==> config.mk <==
export PLATFORM = sky130hd
export DESIGN_NAME = cfi_log_queue
export DESIGN_NICKNAME = d
export VERILOG_FILES = /design/src/rtl/cfi_log_queue.sv
export SDC_FILE = /design/constraint.sdc
export NUM_CORES = 1
export LEC_CHECK = 0
export ABC_AREA = 1
export CORE_MARGIN = 1
export CORE_UTILIZATION = 38
export DETAILED_ROUTE_END_ITERATION = 8
export HOLD_SLACK_MARGIN = 0.1
export PLACE_DENSITY_LB_ADDON = 0.25
export SLEW_MARGIN = 20
export SYNTH_ARGS = -nofsm -noshare
export SYNTH_HDL_FRONTEND = slang
export SYNTH_SLANG_ARGS = --single-unit
==> constraint.sdc <==
create_clock -name clk_i -period 49.8 [get_ports clk_i]
set_input_delay 9.96 -clock clk_i [delete_from_list [all_inputs] [get_ports clk_i]]
set_output_delay 9.96 -clock clk_i [all_outputs]
set_load 0.02 [all_outputs]
==> src/rtl/cfi_log_queue.sv <==
// -----------------------------------------------------------------------------
// cfi_log_queue
//
// Log FIFO between the commit-side CFI log generator and the CFI backend.
// Commit pushes control-flow log records; the backend sees the head record
// first-word-fall-through and removes it with a pop strobe. Backpressure is
// given through full/almost-full, and a push that arrives while the queue is
// full (with no concurrent pop) is dropped and recorded in a sticky overflow
// flag that only reset clears.
//
// Optional feature macro: CFI_LOG_QUEUE_FLUSH_EN
//   Defined   : adds input flush_i, which empties the queue (pointers and count
//               to zero) with priority over push/pop; overflow is unchanged.
//   Undefined : no flush_i port; the queue empties only through pops or reset.
//
// Ports:
//   clk_i          clock
//   rst_ni         synchronous active-low reset
//   push_i         commit-side write strobe
//   log_i          record to enqueue (sampled when push_i=1)
//   full_o         queue holds DEPTH entries
//   almost_full_o  occupancy >= AFULL_THRESH
//   log_o          head record, valid when empty_o=0
//   empty_o        queue holds no entries
//   pop_i          backend pop strobe
//   usage_o        current occupancy, 0..DEPTH
//   overflow_o     sticky: a push was dropped because the queue was full
//   flush_i        (CFI_LOG_QUEUE_FLUSH_EN only) discard all entries
// -----------------------------------------------------------------------------
module cfi_log_queue #(
   parameter int  DEPTH        = 8,
   // Width of cfi_pkg::cfi_log_t (256 bits in the current record definition).
   parameter int  LOG_WIDTH    = 256,
   parameter int  AFULL_THRESH = DEPTH - 1,
   localparam int PTR_W        = $clog2(DEPTH),
   localparam int CNT_W        = $clog2(DEPTH) + 1
) (
   input  logic                 clk_i,
   input  logic                 rst_ni,
`ifdef CFI_LOG_QUEUE_FLUSH_EN
   input  logic                 flush_i,
`endif
   input  logic                 push_i,
   input  logic [LOG_WIDTH-1:0] log_i,
   output logic                 full_o,
   output logic                 almost_full_o,
   output logic [LOG_WIDTH-1:0] log_o,
   output logic                 empty_o,
   input  logic                 pop_i,
   output logic [CNT_W-1:0]     usage_o,
   output logic                 overflow_o
);

   logic [LOG_WIDTH-1:0] mem_q [DEPTH];

   logic [PTR_W-1:0] wr_ptr_q, wr_ptr_d;
   logic [PTR_W-1:0] rd_ptr_q, rd_ptr_d;
   logic [CNT_W-1:0] count_q,  count_d;
   logic             overflow_q, overflow_d;

   logic full_s;
   logic empty_s;
   logic flush_s;
   logic pop_eff_s;
   logic push_acc_s;
   logic push_drop_s;

`ifdef CFI_LOG_QUEUE_FLUSH_EN
   assign flush_s = flush_i;
`else
   assign flush_s = 1'b0;
`endif

   // Status decoded purely from registered occupancy.
   assign full_s  = (count_q == CNT_W'(DEPTH));
   assign empty_s = (count_q == {CNT_W{1'b0}});

   // Accept/pop qualification; a pop frees a slot for a same-cycle push when
   // full, while a pop on an empty queue is simply ignored. Flush overrides
   // both, and a push lost to a flush is not an overflow.
   assign pop_eff_s   = pop_i & ~empty_s & ~flush_s;
   assign push_acc_s  = push_i & (~full_s | (pop_i & ~empty_s)) & ~flush_s;
   assign push_drop_s = push_i & ~(~full_s | (pop_i & ~empty_s)) & ~flush_s;

   // Next-state computation for pointers, occupancy and sticky overflow.
   always_comb begin
      wr_ptr_d   = wr_ptr_q;
      rd_ptr_d   = rd_ptr_q;
      count_d    = count_q;
      overflow_d = overflow_q;
      if (flush_s) begin
         wr_ptr_d = {PTR_W{1'b0}};
         rd_ptr_d = {PTR_W{1'b0}};
         count_d  = {CNT_W{1'b0}};
      end else begin
         if (push_acc_s) begin
            wr_ptr_d = wr_ptr_q + PTR_W'(1);
         end else begin
            wr_ptr_d = wr_ptr_q;
         end
         if (pop_eff_s) begin
            rd_ptr_d = rd_ptr_q + PTR_W'(1);
         end else begin
            rd_ptr_d = rd_ptr_q;
         end
         case ({push_acc_s, pop_eff_s})
            2'b10:   count_d = count_q + CNT_W'(1);
            2'b01:   count_d = count_q - CNT_W'(1);
            default: count_d = count_q;
         endcase
         if (push_drop_s) begin
            overflow_d = 1'b1;
         end else begin
            overflow_d = overflow_q;
         end
      end
   end

   // Control state registers with synchronous active-low reset.
   always_ff @(posedge clk_i) begin
      if (!rst_ni) begin
         wr_ptr_q   <= {PTR_W{1'b0}};
         rd_ptr_q   <= {PTR_W{1'b0}};
         count_q    <= {CNT_W{1'b0}};
         overflow_q <= 1'b0;
      end else begin
         wr_ptr_q   <= wr_ptr_d;
         rd_ptr_q   <= rd_ptr_d;
         count_q    <= count_d;
         overflow_q <= overflow_d;
      end
   end

   // Record storage; never cleared, contents only meaningful below count_q.
   always_ff @(posedge clk_i) begin
      if (rst_ni && push_acc_s) begin
         mem_q[wr_ptr_q] <= log_i;
      end
   end

   assign log_o         = mem_q[rd_ptr_q];
   assign empty_o       = empty_s;
   assign full_o        = full_s;
   assign usage_o       = count_q;
   assign almost_full_o = (count_q >= CNT_W'(AFULL_THRESH));
   assign overflow_o    = overflow_q;

endmodule

==> results by group <==
Outcome
  • Outcome: finished clean

Timing
  • Final setup TNS: 0 ns
  • Final hold slack: 0.458 ns
  • RSZ-0062 raised after global routing: false
  • Hold Fails Final Rpt: 0
  • F_max: 61.7 MHz
  • Fin crit period: 16.21 ns
  • Worst slew margin: 6.13%
  • Setup WS post-layout: 33.59 ns
  • Fin. max-slew vios: 0
  • Worst slew pin tran: 1.41 ns
  • Worst Skew: 0.0478 ns
  • Final setup violation count: 0
  • Period utilization: 32.5%

Cells and area
  • Fill cells: 18400
  • Syn-to-layout area delta: 18.0%
  • Non-filler cells, final: 8749
  • Share of layout cells above drive strength 1: 6.39%
  • Final core utilization: 45.3%
  • Nets: 6046

Drt
  • TritonRoute pass-1 iters: 5
  • Routed Antenna Nets: 0
  • Routed vias/inst: 5.20
  • Avg WL per Cell: 22.7 um
  • WL final: 198000 um
  • DR iter-0 viols: 3571
  • Via count: 45500
  • Post-route DRC: 0

Setup path
  • Slowest Stage Delay on Critical Path: 0.94 ns
  • Arrival time of the worst setup path: 6.25 ns
  • FF-to-FF Start: usage_o[2]
  • CP Class: flip-flop to output pin
  • Reg2Reg Setup Slack: 44.82 ns
  • Worst r2r path cells: 9
  • RR Endpoint: mem_q[3][170]
  • Slowest-stage cell, CP: buf_4
  • Type of origin of the critical path: flip-flop
  • CP Capture Type: output pin
  • CP Cell Sequence: buf_4, buf_4, buf_4, buf_4, o21ai_0, o22ai_1, nand2_1, nand2_1, clkdlybuf4s50_1
  • Most common cell on crit path: buf_4
  • Critical Path Fanout Max: 78
  • Critical Path RT: 39.84 ns

Synth
  • Number of synthesized flops with an enable pin: 2048
  • Mapped Area: 79700 um^2
  • Post-synthesis cell type count: 25
  • Share of the synthesized area in the top cell type: 77.2%
  • Leading area contributor after synthesis: edfxtp_1
  • Synth top cells by count: edfxtp_1 (2048), nand2_1 (785), nor2_1 (526), o21ai_0 (518)
  • Post-Syn Instances: 5307
  • Synth Warn #: 0
  • Synth async-reset ratio: 0%
  • Leading cell types by total area after synthesis: edfxtp_1 (77%), mux2i_1 (6.4%), o22ai_1 (4.0%)
  • Synthesized area per cell: 15.0 um^2
  • Most numerous cell in the Yosys netlist: edfxtp_1
  • Synth Flop Type: edfxtp_1
  • Net count after synthesis: 5572
  • Yosys reg bits: 2062
  • Register area share after synthesis: 77.5%

Placement
  • Port Buffers: 523
  • HPWL after DPL: 102000 um
  • Placed instance count: 8354
  • Gpl congestion: 0.761
  • Pre-CTS WS: 34.45 ns

Floorplan
  • Initial Util: 38.4%
  • Top Ports: 524
  • Die area: 212000 um^2
  • # rows: 167
  • Horiz. Die Dim: 460 um
  • CORE AREA: 208000 um^2
  • Die height: 460 um

Clock network
  • TritonCTS Sinks: 2062
  • Root Driver: clkbuf_16
  • CTS Buffer Depth: 3
  • Post-CTS Setup Bufs: 0
  • CTS buffer count: 213
  • H-tree levels: 4
  • Clock Latency Late Sink: 0.84 ns
  • CTS resizes: 0
  • Reg clk slew, reported paths: 0.06 ns
  • Post-CTS Hold Fix Bufs: 0
  • CTS tree: done

Pwr
  • Pwr dens: 48.2 nW/um^2
  • P_leak: 30.5 nW
  • Worst vdd ir: 0.0347 mV

GRT
  • First-pass GRT wire length: 292000 um
  • Vias in the first global route: 44600
  • Initial antenna violation count: 35
  • Largest net degree at the start of global routing: 208
  • Overflow after GRT: 0
  • Total global routing track utilization: 18.3%

Flow run
  • Total of max-cap violations: 0

Hold path
  • Hold Crit Start: rd_ptr_q[2]
  • Hold Path Class: flip-flop to flip-flop
  • Hold Crit Depth: 2
through the flow:
step | cell area [um^2] | total power, mW
2_1_floorplan | 79700 | 2.68
6_report | 94000 | 4.53
3_3_place_gp | 87400 | 3.06
4_1_cts | 94000 | 4.58
3_5_place_dp | 87400 | 3.07
5_1_grt | 94000 | 4.72
area by class of cell:
class	instances	area (um^2)	share of cell area, %
Antenna cell	11	27.5	0.0293
Clock buffer	265	5650	6.01
Clock inverter	119	941	1.00
Inverter	17	78.8	0.0838
Multi-Input combinational cell	2886	16100	17.1
Sequential cell	2062	61800	65.7
Tap cell	2788	3490	3.71
Timing Repair Buffer	601	5920	6.30
kinds of logic after synthesis:
| kind of cell | after synthesis | synth area share [%] |
|---|---|---|
| compound gates | 1041 | 7.35 |
| fa+ha+maj | 5 | 0.0879 |
| mux | 512 | 6.43 |
| buf+inv | 359 | 2.32 |
| simple gates | 1327 | 6.28 |
| flops | 2062 | 77.5 |
| xor+xnor | 1 | 0.0110 |
placed cells by master, fill, tap and decap left out, types with 2 or more instances in the layout:
cell	instances
edfxtp_1	2048
nand2_1	785
clkdlybuf4s50_1	523
nor2_1	522
o21ai_0	518
mux2i_1	512
o22ai_1	512
clkbuf_16	216
buf_4	69
clkinv_1	53
clkbuf_1	43
clkinv_2	34
inv_1	15
diode_2	11
dfxtp_1	11
nand3_1	10
a21oi_1	9
bufinv_16	9
buf_12	8
clkinvlp_4	6
inv_6	6
clkbuf_8	6
nor2_4	4
nor3_2	4
ha_1	4
clkinv_8	4
inv_8	3
dfxtp_4	3
clkinv_16	3
clkinv_4	2
power breakdown:
part | internal (mW) | switching [mW]
clock | 0.848 | 0.659
combinational | 0.397 | 0.662
sequential | 1.95 | 0.0194
registers in the layout, summed over array words and instances (netlist names), named ones only:
register / count
overflow_o: 1
usage_o: 4
rd_ptr_q: 3
mem_q: 2048
wr_ptr_q: 3
metal layers:
metal,part of all wire [%],global-route usage [%],routed length [um],vias up
met5,0.12,0,232,-
met4,2.3,4.98,4520,36
met3,5.6,3.68,11000,298
met2,47,29.3,93700,1112
met1,45,25.2,88800,23000
li1,-,-,-,21000
worst max path at each step:
stage | slack [ns] | from | end
final | 33.59 | flip-flop | log_o[67]
after detailed placement | 34.45 | flip-flop | log_o[132]
after CTS | 33.48 | flip-flop | log_o[124]
after global placement | 34.45 | flip-flop | log_o[132]
after global routing | 33.19 | flip-flop | log_o[128]
after floorplan | 21.03 | pop_i | mem_q[0][0]
critical path, delay by kind of cell (launching register included):
kind / cells / cell delay (ns)
AO/OA/AOI/OAI: 2 / 0.48
AND/OR/NAND/NOR: 2 / 0.25
flip-flops: 1 / 0.67
buffers and inverters: 5 / 3.90
(Power assumes the default switching activity.)
